`src/rtl/ac97_pkg.sv`:
```
// Shared constants, the per-frame shadow record and the frame bit lookup for the AC'97
// output frame serializer.
package ac97_pkg;

    localparam int unsigned FRAME_BITS  = 256;
    localparam int unsigned TAG_BITS    = 16;
    localparam int unsigned SLOT_BITS   = 20;
    localparam int unsigned SLOT1_START = 16;
    localparam int unsigned SLOT2_START = 36;
    localparam int unsigned SLOT3_START = 56;
    localparam int unsigned SLOT4_START = 76;
    // Everything after slot 4 is zero, so only this many leading bits carry data.
    localparam int unsigned DATA_BITS   = SLOT4_START + SLOT_BITS;

    localparam int unsigned TAG_FRAME_VALID = 15;
    localparam int unsigned TAG_SLOT1_VALID = 14;
    localparam int unsigned TAG_SLOT2_VALID = 13;
    localparam int unsigned TAG_SLOT3_VALID = 12;
    localparam int unsigned TAG_SLOT4_VALID = 11;

    // Everything one frame transmits, frozen at the frame boundary.
    typedef struct packed {
        logic                 ready;
        logic                 cmd_vld;
        logic                 cmd_wr;
        logic [6:0]           cmd_addr;
        logic [15:0]          cmd_data;
        logic [SLOT_BITS-1:0] pcm;
    } frame_shadow_t;

    // Bit transmitted at frame position idx (0 = first bit after SYNC rises).
    function automatic logic frame_bit(logic [7:0] idx, frame_shadow_t s);
        logic [TAG_BITS-1:0]  tag;
        logic [SLOT_BITS-1:0] slot1;
        logic [SLOT_BITS-1:0] slot2;
        logic [DATA_BITS-1:0] frame;
        tag                  = '0;
        tag[TAG_FRAME_VALID] = s.ready;
        tag[TAG_SLOT1_VALID] = s.cmd_vld;
        tag[TAG_SLOT2_VALID] = s.cmd_vld & s.cmd_wr;
        tag[TAG_SLOT3_VALID] = s.ready;
        tag[TAG_SLOT4_VALID] = s.ready;
        slot1 = s.cmd_vld ? {~s.cmd_wr, s.cmd_addr, 12'h000} : '0;
        slot2 = (s.cmd_vld && s.cmd_wr) ? {s.cmd_data, 4'h0} : '0;
        frame = '0;
        frame[DATA_BITS-1 -: TAG_BITS]               = tag;
        frame[DATA_BITS-1-SLOT1_START -: SLOT_BITS]  = slot1;
        frame[DATA_BITS-1-SLOT2_START -: SLOT_BITS]  = slot2;
        frame[DATA_BITS-1-SLOT3_START -: SLOT_BITS]  = s.pcm;
        frame[DATA_BITS-1-SLOT4_START -: SLOT_BITS]  = s.pcm;
        // Shifting past the data region leaves zeros, which covers bits 96..255.
        frame = frame << idx;
        return s.ready & frame[DATA_BITS-1];
    endfunction

endpackage

```
`src/rtl/ac97_cmd_buffer.sv`:
```
// One-entry codec-register command buffer. Filled by a valid/ready transfer, emptied only
// by the consume strobe at a frame boundary. Built only when AC97_TX_CMD_EN is defined.
module ac97_cmd_buffer
    import ac97_pkg::*;
(
    input  logic        BIT_CLK,
    input  logic        RST_N,
    input  logic        cmd_valid,
    output logic        cmd_ready,
    input  logic        cmd_write,
    input  logic [6:0]  cmd_addr,
    input  logic [15:0] cmd_data,
    input  logic        consume,
    output logic        full,
    output logic        buf_write,
    output logic [6:0]  buf_addr,
    output logic [15:0] buf_data
);

    logic        full_q, full_d;
    logic        write_q, write_d;
    logic [6:0]  addr_q, addr_d;
    logic [15:0] data_q, data_d;

    // Ready is held low while reset is asserted even though the buffer is empty.
    assign cmd_ready = RST_N & ~full_q;
    assign full      = full_q;
    assign buf_write = write_q;
    assign buf_addr  = addr_q;
    assign buf_data  = data_q;

    // Next state: a transfer fills the buffer, a consume strobe empties it.
    always_comb begin
        full_d  = full_q;
        write_d = write_q;
        addr_d  = addr_q;
        data_d  = data_q;
        if (cmd_valid && cmd_ready) begin
            full_d  = 1'b1;
            write_d = cmd_write;
            addr_d  = cmd_addr;
            data_d  = cmd_data;
        end else if (consume) begin
            full_d  = 1'b0;
        end
    end

    // Buffer state register with synchronous reset.
    always_ff @(posedge BIT_CLK) begin
        if (!RST_N) begin
            full_q  <= 1'b0;
            write_q <= 1'b0;
            addr_q  <= '0;
            data_q  <= '0;
        end else begin
            full_q  <= full_d;
            write_q <= write_d;
            addr_q  <= addr_d;
            data_q  <= data_d;
        end
    end

endmodule

```
`src/rtl/ac97_frame_tx.sv`:
```
// AC'97 output frame serializer: one 256-bit frame per sample period carrying the PCM sample
// on slots 3/4 and, when AC97_TX_CMD_EN is defined, codec-register commands on slots 1/2.
module ac97_frame_tx
    import ac97_pkg::*;
#(
    parameter int unsigned SAMPLE_W = 18
) (
    input  logic                BIT_CLK,
    input  logic                RST_N,
    input  logic [SAMPLE_W-1:0] PCM_LR,
    input  logic                codec_ready,
    input  logic                cmd_valid,
    output logic                cmd_ready,
    input  logic                cmd_write,
    input  logic [6:0]          cmd_addr,
    input  logic [15:0]         cmd_data,
    output logic                SYNC,
    output logic                SDATA_OUT,
    output logic                frame_sig
);

    localparam int unsigned CNT_W = $clog2(FRAME_BITS);
    localparam logic [CNT_W-1:0] CNT_LAST = CNT_W'(FRAME_BITS - 1);

    logic [CNT_W-1:0]     cnt_q, cnt_d;
    frame_shadow_t        shadow_q, shadow_d;
    logic                 sync_q, sync_d;
    logic                 sdata_q, sdata_d;
    logic                 fsig_q, fsig_d;
    logic                 boundary;
    logic [SLOT_BITS-1:0] pcm_slot;
    logic                 consume;
    logic                 buf_write;
    logic [6:0]           buf_addr;
    logic [15:0]          buf_data;

    assign boundary = (cnt_q == CNT_LAST);
    assign pcm_slot = SLOT_BITS'(PCM_LR) << (SLOT_BITS - SAMPLE_W);

`ifdef AC97_TX_CMD_EN
    logic buf_full;

    // A buffered command is only taken by a frame the codec will actually accept.
    assign consume = boundary & buf_full & codec_ready;

    ac97_cmd_buffer u_cmd_buffer (
        .BIT_CLK   (BIT_CLK),
        .RST_N     (RST_N),
        .cmd_valid (cmd_valid),
        .cmd_ready (cmd_ready),
        .cmd_write (cmd_write),
        .cmd_addr  (cmd_addr),
        .cmd_data  (cmd_data),
        .consume   (consume),
        .full      (buf_full),
        .buf_write (buf_write),
        .buf_addr  (buf_addr),
        .buf_data  (buf_data)
    );
`else
    logic unused_cmd;

    assign cmd_ready  = 1'b0;
    assign consume    = 1'b0;
    assign buf_write  = 1'b0;
    assign buf_addr   = '0;
    assign buf_data   = '0;
    assign unused_cmd = ^{cmd_valid, cmd_write, cmd_addr, cmd_data};
`endif

    // Next count, boundary shadow load, and pin values for the bit the next count selects.
    always_comb begin
        cnt_d    = cnt_q + CNT_W'(1);
        shadow_d = shadow_q;
        if (boundary) begin
            shadow_d.ready    = codec_ready;
            shadow_d.pcm      = pcm_slot;
            shadow_d.cmd_vld  = consume;
            shadow_d.cmd_wr   = consume & buf_write;
            shadow_d.cmd_addr = consume ? buf_addr : '0;
            shadow_d.cmd_data = consume ? buf_data : '0;
        end
        // Pins are registered, so they are derived from the post-edge count and shadow.
        sync_d  = (cnt_d < CNT_W'(TAG_BITS));
        sdata_d = frame_bit(cnt_d, shadow_d);
        fsig_d  = (cnt_d == CNT_LAST);
    end

    // Counter, shadow and output registers; reset aborts any frame in progress.
    always_ff @(posedge BIT_CLK) begin
        if (!RST_N) begin
            cnt_q    <= CNT_LAST;
            shadow_q <= '0;
            sync_q   <= 1'b0;
            sdata_q  <= 1'b0;
            fsig_q   <= 1'b0;
        end else begin
            cnt_q    <= cnt_d;
            shadow_q <= shadow_d;
            sync_q   <= sync_d;
            sdata_q  <= sdata_d;
            fsig_q   <= fsig_d;
        end
    end

    assign SYNC      = sync_q;
    assign SDATA_OUT = sdata_q;
    assign frame_sig = fsig_q;

endmodule

```
`config.mk`:
```
export PLATFORM = sky130hd
export DESIGN_NAME = ac97_frame_tx
export DESIGN_NICKNAME = d
export VERILOG_FILES = /design/src/rtl/ac97_pkg.sv /design/src/rtl/ac97_cmd_buffer.sv /design/src/rtl/ac97_frame_tx.sv
export SDC_FILE = /design/constraint.sdc
export NUM_CORES = 1
export LEC_CHECK = 0
export CORE_ASPECT_RATIO = 0.6
export CORE_MARGIN = 2
export CORE_UTILIZATION = 40
export DETAILED_ROUTE_END_ITERATION = 8
export GPL_ROUTABILITY_DRIVEN = 0
export PLACE_DENSITY_LB_ADDON = 0.12
export RECOVER_POWER = 100
export SETUP_SLACK_MARGIN = 0.02
export SYNTH_ARGS = -nofsm -noshare
export SYNTH_HDL_FRONTEND = slang
export SYNTH_HIERARCHICAL = 1
export SYNTH_SLANG_ARGS = --single-unit
```
`constraint.sdc`:
```
create_clock -name BIT_CLK -period 6.1 [get_ports BIT_CLK]
set_clock_uncertainty 0.2 [all_clocks]
set_input_delay 1.83 -clock BIT_CLK [delete_from_list [all_inputs] [get_ports BIT_CLK]]
set_output_delay 1.83 -clock BIT_CLK [all_outputs]
set_load 0.02 [all_outputs]
```
==> flow_metrics.tcl <==
set metrics [dict create \
    status "finished, violations left" \
    violations "max-capacitance violations, max-slew violations" \
    rows 23 \
    yosys.area.top_type_share_pct 41.0 \
    clock_path_buffers 2 \
    coreArea_sq_um 6710 \
    final-setup-viol-count 0 \
    io_buffer_count 23 \
    numPlacedInstances 388 \
    fin_crit_sh_pct 69.6 \
    synth_edf_count 0 \
    hpwl_mm 4.30 \
    crit_fanout 54 \
    clk_pin_slew_ns 0.05 \
    p_int_mw 0.933 \
    postCtsSetupBuffers 0 \
    rsz0062_at_grt "false" \
    num_vias 2207 \
    synthTopCellsByArea "dfxtp_1 41%, a21boi_0 7.3%, mux4_2 7.3%" \
    drv_slew 55 \
    synth_nets 349 \
    synth-seq-cells 57 \
    routed_via_density 5.46 \
    track_usage_pct 17.9 \
    ant_nets 0 \
    synthFlopType "dfxtp_1" \
    finalHoldViolations 0 \
    powerDensity_nw_per_um2 399 \
    htreeDepth 3 \
    critPathCaptureType "flip-flop" \
    cp.arrival_ns 4.28 \
    slew_headroom_pct -30.1 \
    area_growth_pct 20.5 \
    antenna_cells 0 \
    crit_type "in -> reg" \
    drive_gt1_share_pct 9.78 \
    root_buffer "clkbuf_16" \
    ys_types 48 \
    netSwitchingFraction_pct 30.3 \
    fp.dieW_um 112 \
    grt_first_pass_wirelength_mm 10.3 \
    die_h_um 68.6 \
    antenna_found_initial 0 \
    die-area_sq_um 7660 \
    syn_inst 301 \
    async_flop_share_pct 0 \
    p_clk_share_pct 42.9 \
    tightest_slew_ns 1.95 \
    cts_tree "built" \
    p_sw_mw 0.406 \
    maxCapViolCount 1 \
    leakage_nw 1.35 \
    avgSynthCellArea_sq_um 9.24 \
    syn_area_sq_um 2780 \
    yosysWarnings 6 \
    overflow 0 \
    grt_max_degree 55 \
    numCtsBuffers 9 \
    fin_tns_setup_ns 0 \
    seqPwrFrac_pct 32.5 \
    clock_latency_ns 0.33 \
    peakVddDrop_mv 0.208 \
    max_freq_mhz 235 \
    required_ns 6.13 \
    start_util_pct 41.5 \
    dr.pass1.iters 4 \
    min_path_type "reg -> reg" \
    grt_pass1_vias 1966 \
    final_cells 404 \
    cts_resized 0 \
    io_pins 50 \
    wl_mm 6.37 \
    synth_top_area_cell "dfxtp_1" \
    startpoint_type "input port" \
    drt_iter0_drc 172 \
    wire_per_inst_um 15.8 \
    synth_seq_area_share_pct 41.0 \
    period_needed_ns 4.25 \
    whs_path_depth 2 \
    nFillCells 620 \
    hold_buffers 0 \
    layout.nets 360 \
    cts.sinks 57 \
    drc 0 \
    pwr-share-comb_pct 24.5 \
    reg2reg_depth 7 \
]
-- state kept, by name, indices dropped and copies added (netlist names) --
name	count
SDATA_OUT	1
SYNC	1
frame_sig	1
cnt_q	8
shadow_q	46
-- cells in the final DEF, fill, tap and decap left out, drive strengths merged, types with 3 or more instances in the layout --
| cell | count |
|---|---|
| a2111oi | 4 |
| a211oi | 5 |
| a21boi | 27 |
| a21oi | 3 |
| and3 | 30 |
| bufinv | 3 |
| clkbuf | 12 |
| clkdlybuf4s50 | 19 |
| dfxtp | 57 |
| dlygate4sd3 | 4 |
| inv | 8 |
| mux2i | 7 |
| mux4 | 9 |
| nand2 | 51 |
| nand2b | 3 |
| nand3 | 7 |
| nand4 | 4 |
| nor2 | 6 |
| nor3 | 3 |
| nor4 | 4 |
| o211ai | 3 |
| o21ai | 5 |
| o22ai | 3 |
| or3 | 3 |
| xnor2 | 5 |
| xor2 | 3 |
-- worst max-delay path: stages --
cell           delay, ns
dlygate4sd3_1       0.62
clkbuf_1            1.43
nand4_1             0.16
nor4_1              0.23
-- metal layers --
metal  wire (um)  global-route usage (%)  vias to the layer above
met2        2430                    23.2                       46
li1            -                       -                     1118
met4          52                    5.56                        0
met5           0                       0                        -
met1        3470                    26.8                     1034
met3         414                    6.82                        9
-- metrics by stage --
stage	power (mW)	hold WS, ns	setup WS [ns]	area (sq um)	util [%]
CTS	1.35	0.262	2.35	3350	50.0
global route	1.41	0.288	1.50	3350	50.0
finish	1.34	0.264	1.85	3350	50.0
global placement	0.769	0.248	2.04	3010	44.9
detailed placement	0.768	0.255	2.09	3010	44.9
floorplan	0.694	0.240	2.69	2780	-
-- synthesized netlist by cell type (all sizes together) (3+ instances only) --
master,instances
o22ai,3
mux2i,7
a21oi,3
nand3,7
mux4,9
nor3,3
clkbuf,14
a211oi,5
o211ai,3
dfxtp,57
inv,8
nor2,6
nand4,4
xnor2,5
or3,3
a2111oi,4
o21ai,5
nor4,4
buf,12
nand2,51
a21boi,27
and3,30
xor2,3
nand2b,3
-- kinds of logic (layout without fill, tap and decap cells) --
kind of cell	Yosys count	after routing	synth area share (%)
AO/OA/AOI/OAI	64	64	17.3
XOR/XNOR	8	8	2.52
adder cells (fa/ha/maj)	2	2	0.900
buffers and inverters	34	50	5.89
flip-flops	57	57	41.0
multiplexers	17	17	10.2
other	1	1	0.135
AND/OR/NAND/NOR	118	118	22.0
-- power by group through the flow --
stage          logic, mW  registers, mW  clock network (mW)
2_1_floorplan      0.270          0.424                   0
3_3_place_gp       0.328          0.442                   0
3_5_place_dp       0.326          0.442                   0
4_1_cts            0.327          0.435               0.589
5_1_grt            0.363          0.441               0.604
6_report           0.328          0.436               0.574
-- layout make-up --
class | count | area (sq um) | share of cell area (%)
tap | 87 | 109 | 3.25
multi-input combinational | 210 | 1480 | 44.1
inverter | 8 | 30.0 | 0.896
clock buffer | 11 | 243 | 7.24
clock inverter | 5 | 103 | 3.06
timing repair buffer | 26 | 249 | 7.43
sequential | 57 | 1140 | 34.1
-- worst paths after layout --
| path | from | endpoint | slack (ns) |
|---|---|---|---|
| worst min-delay path | shadow_q[3]$_SDFF_PN0_ | shadow_q[3]$_SDFF_PN0_ | 0.26 |
| worst min register to register | shadow_q[3]$_SDFF_PN0_ | shadow_q[3]$_SDFF_PN0_ | 0.26 |
| worst max-delay path | RST_N | frame_sig$_SDFF_PN0_ | 1.85 |
| worst max register to register | cnt_q[0]$_SDFF_PN1_ | SDATA_OUT$_SDFF_PN0_ | 2.35 |
(Power assumes the default switching activity.)
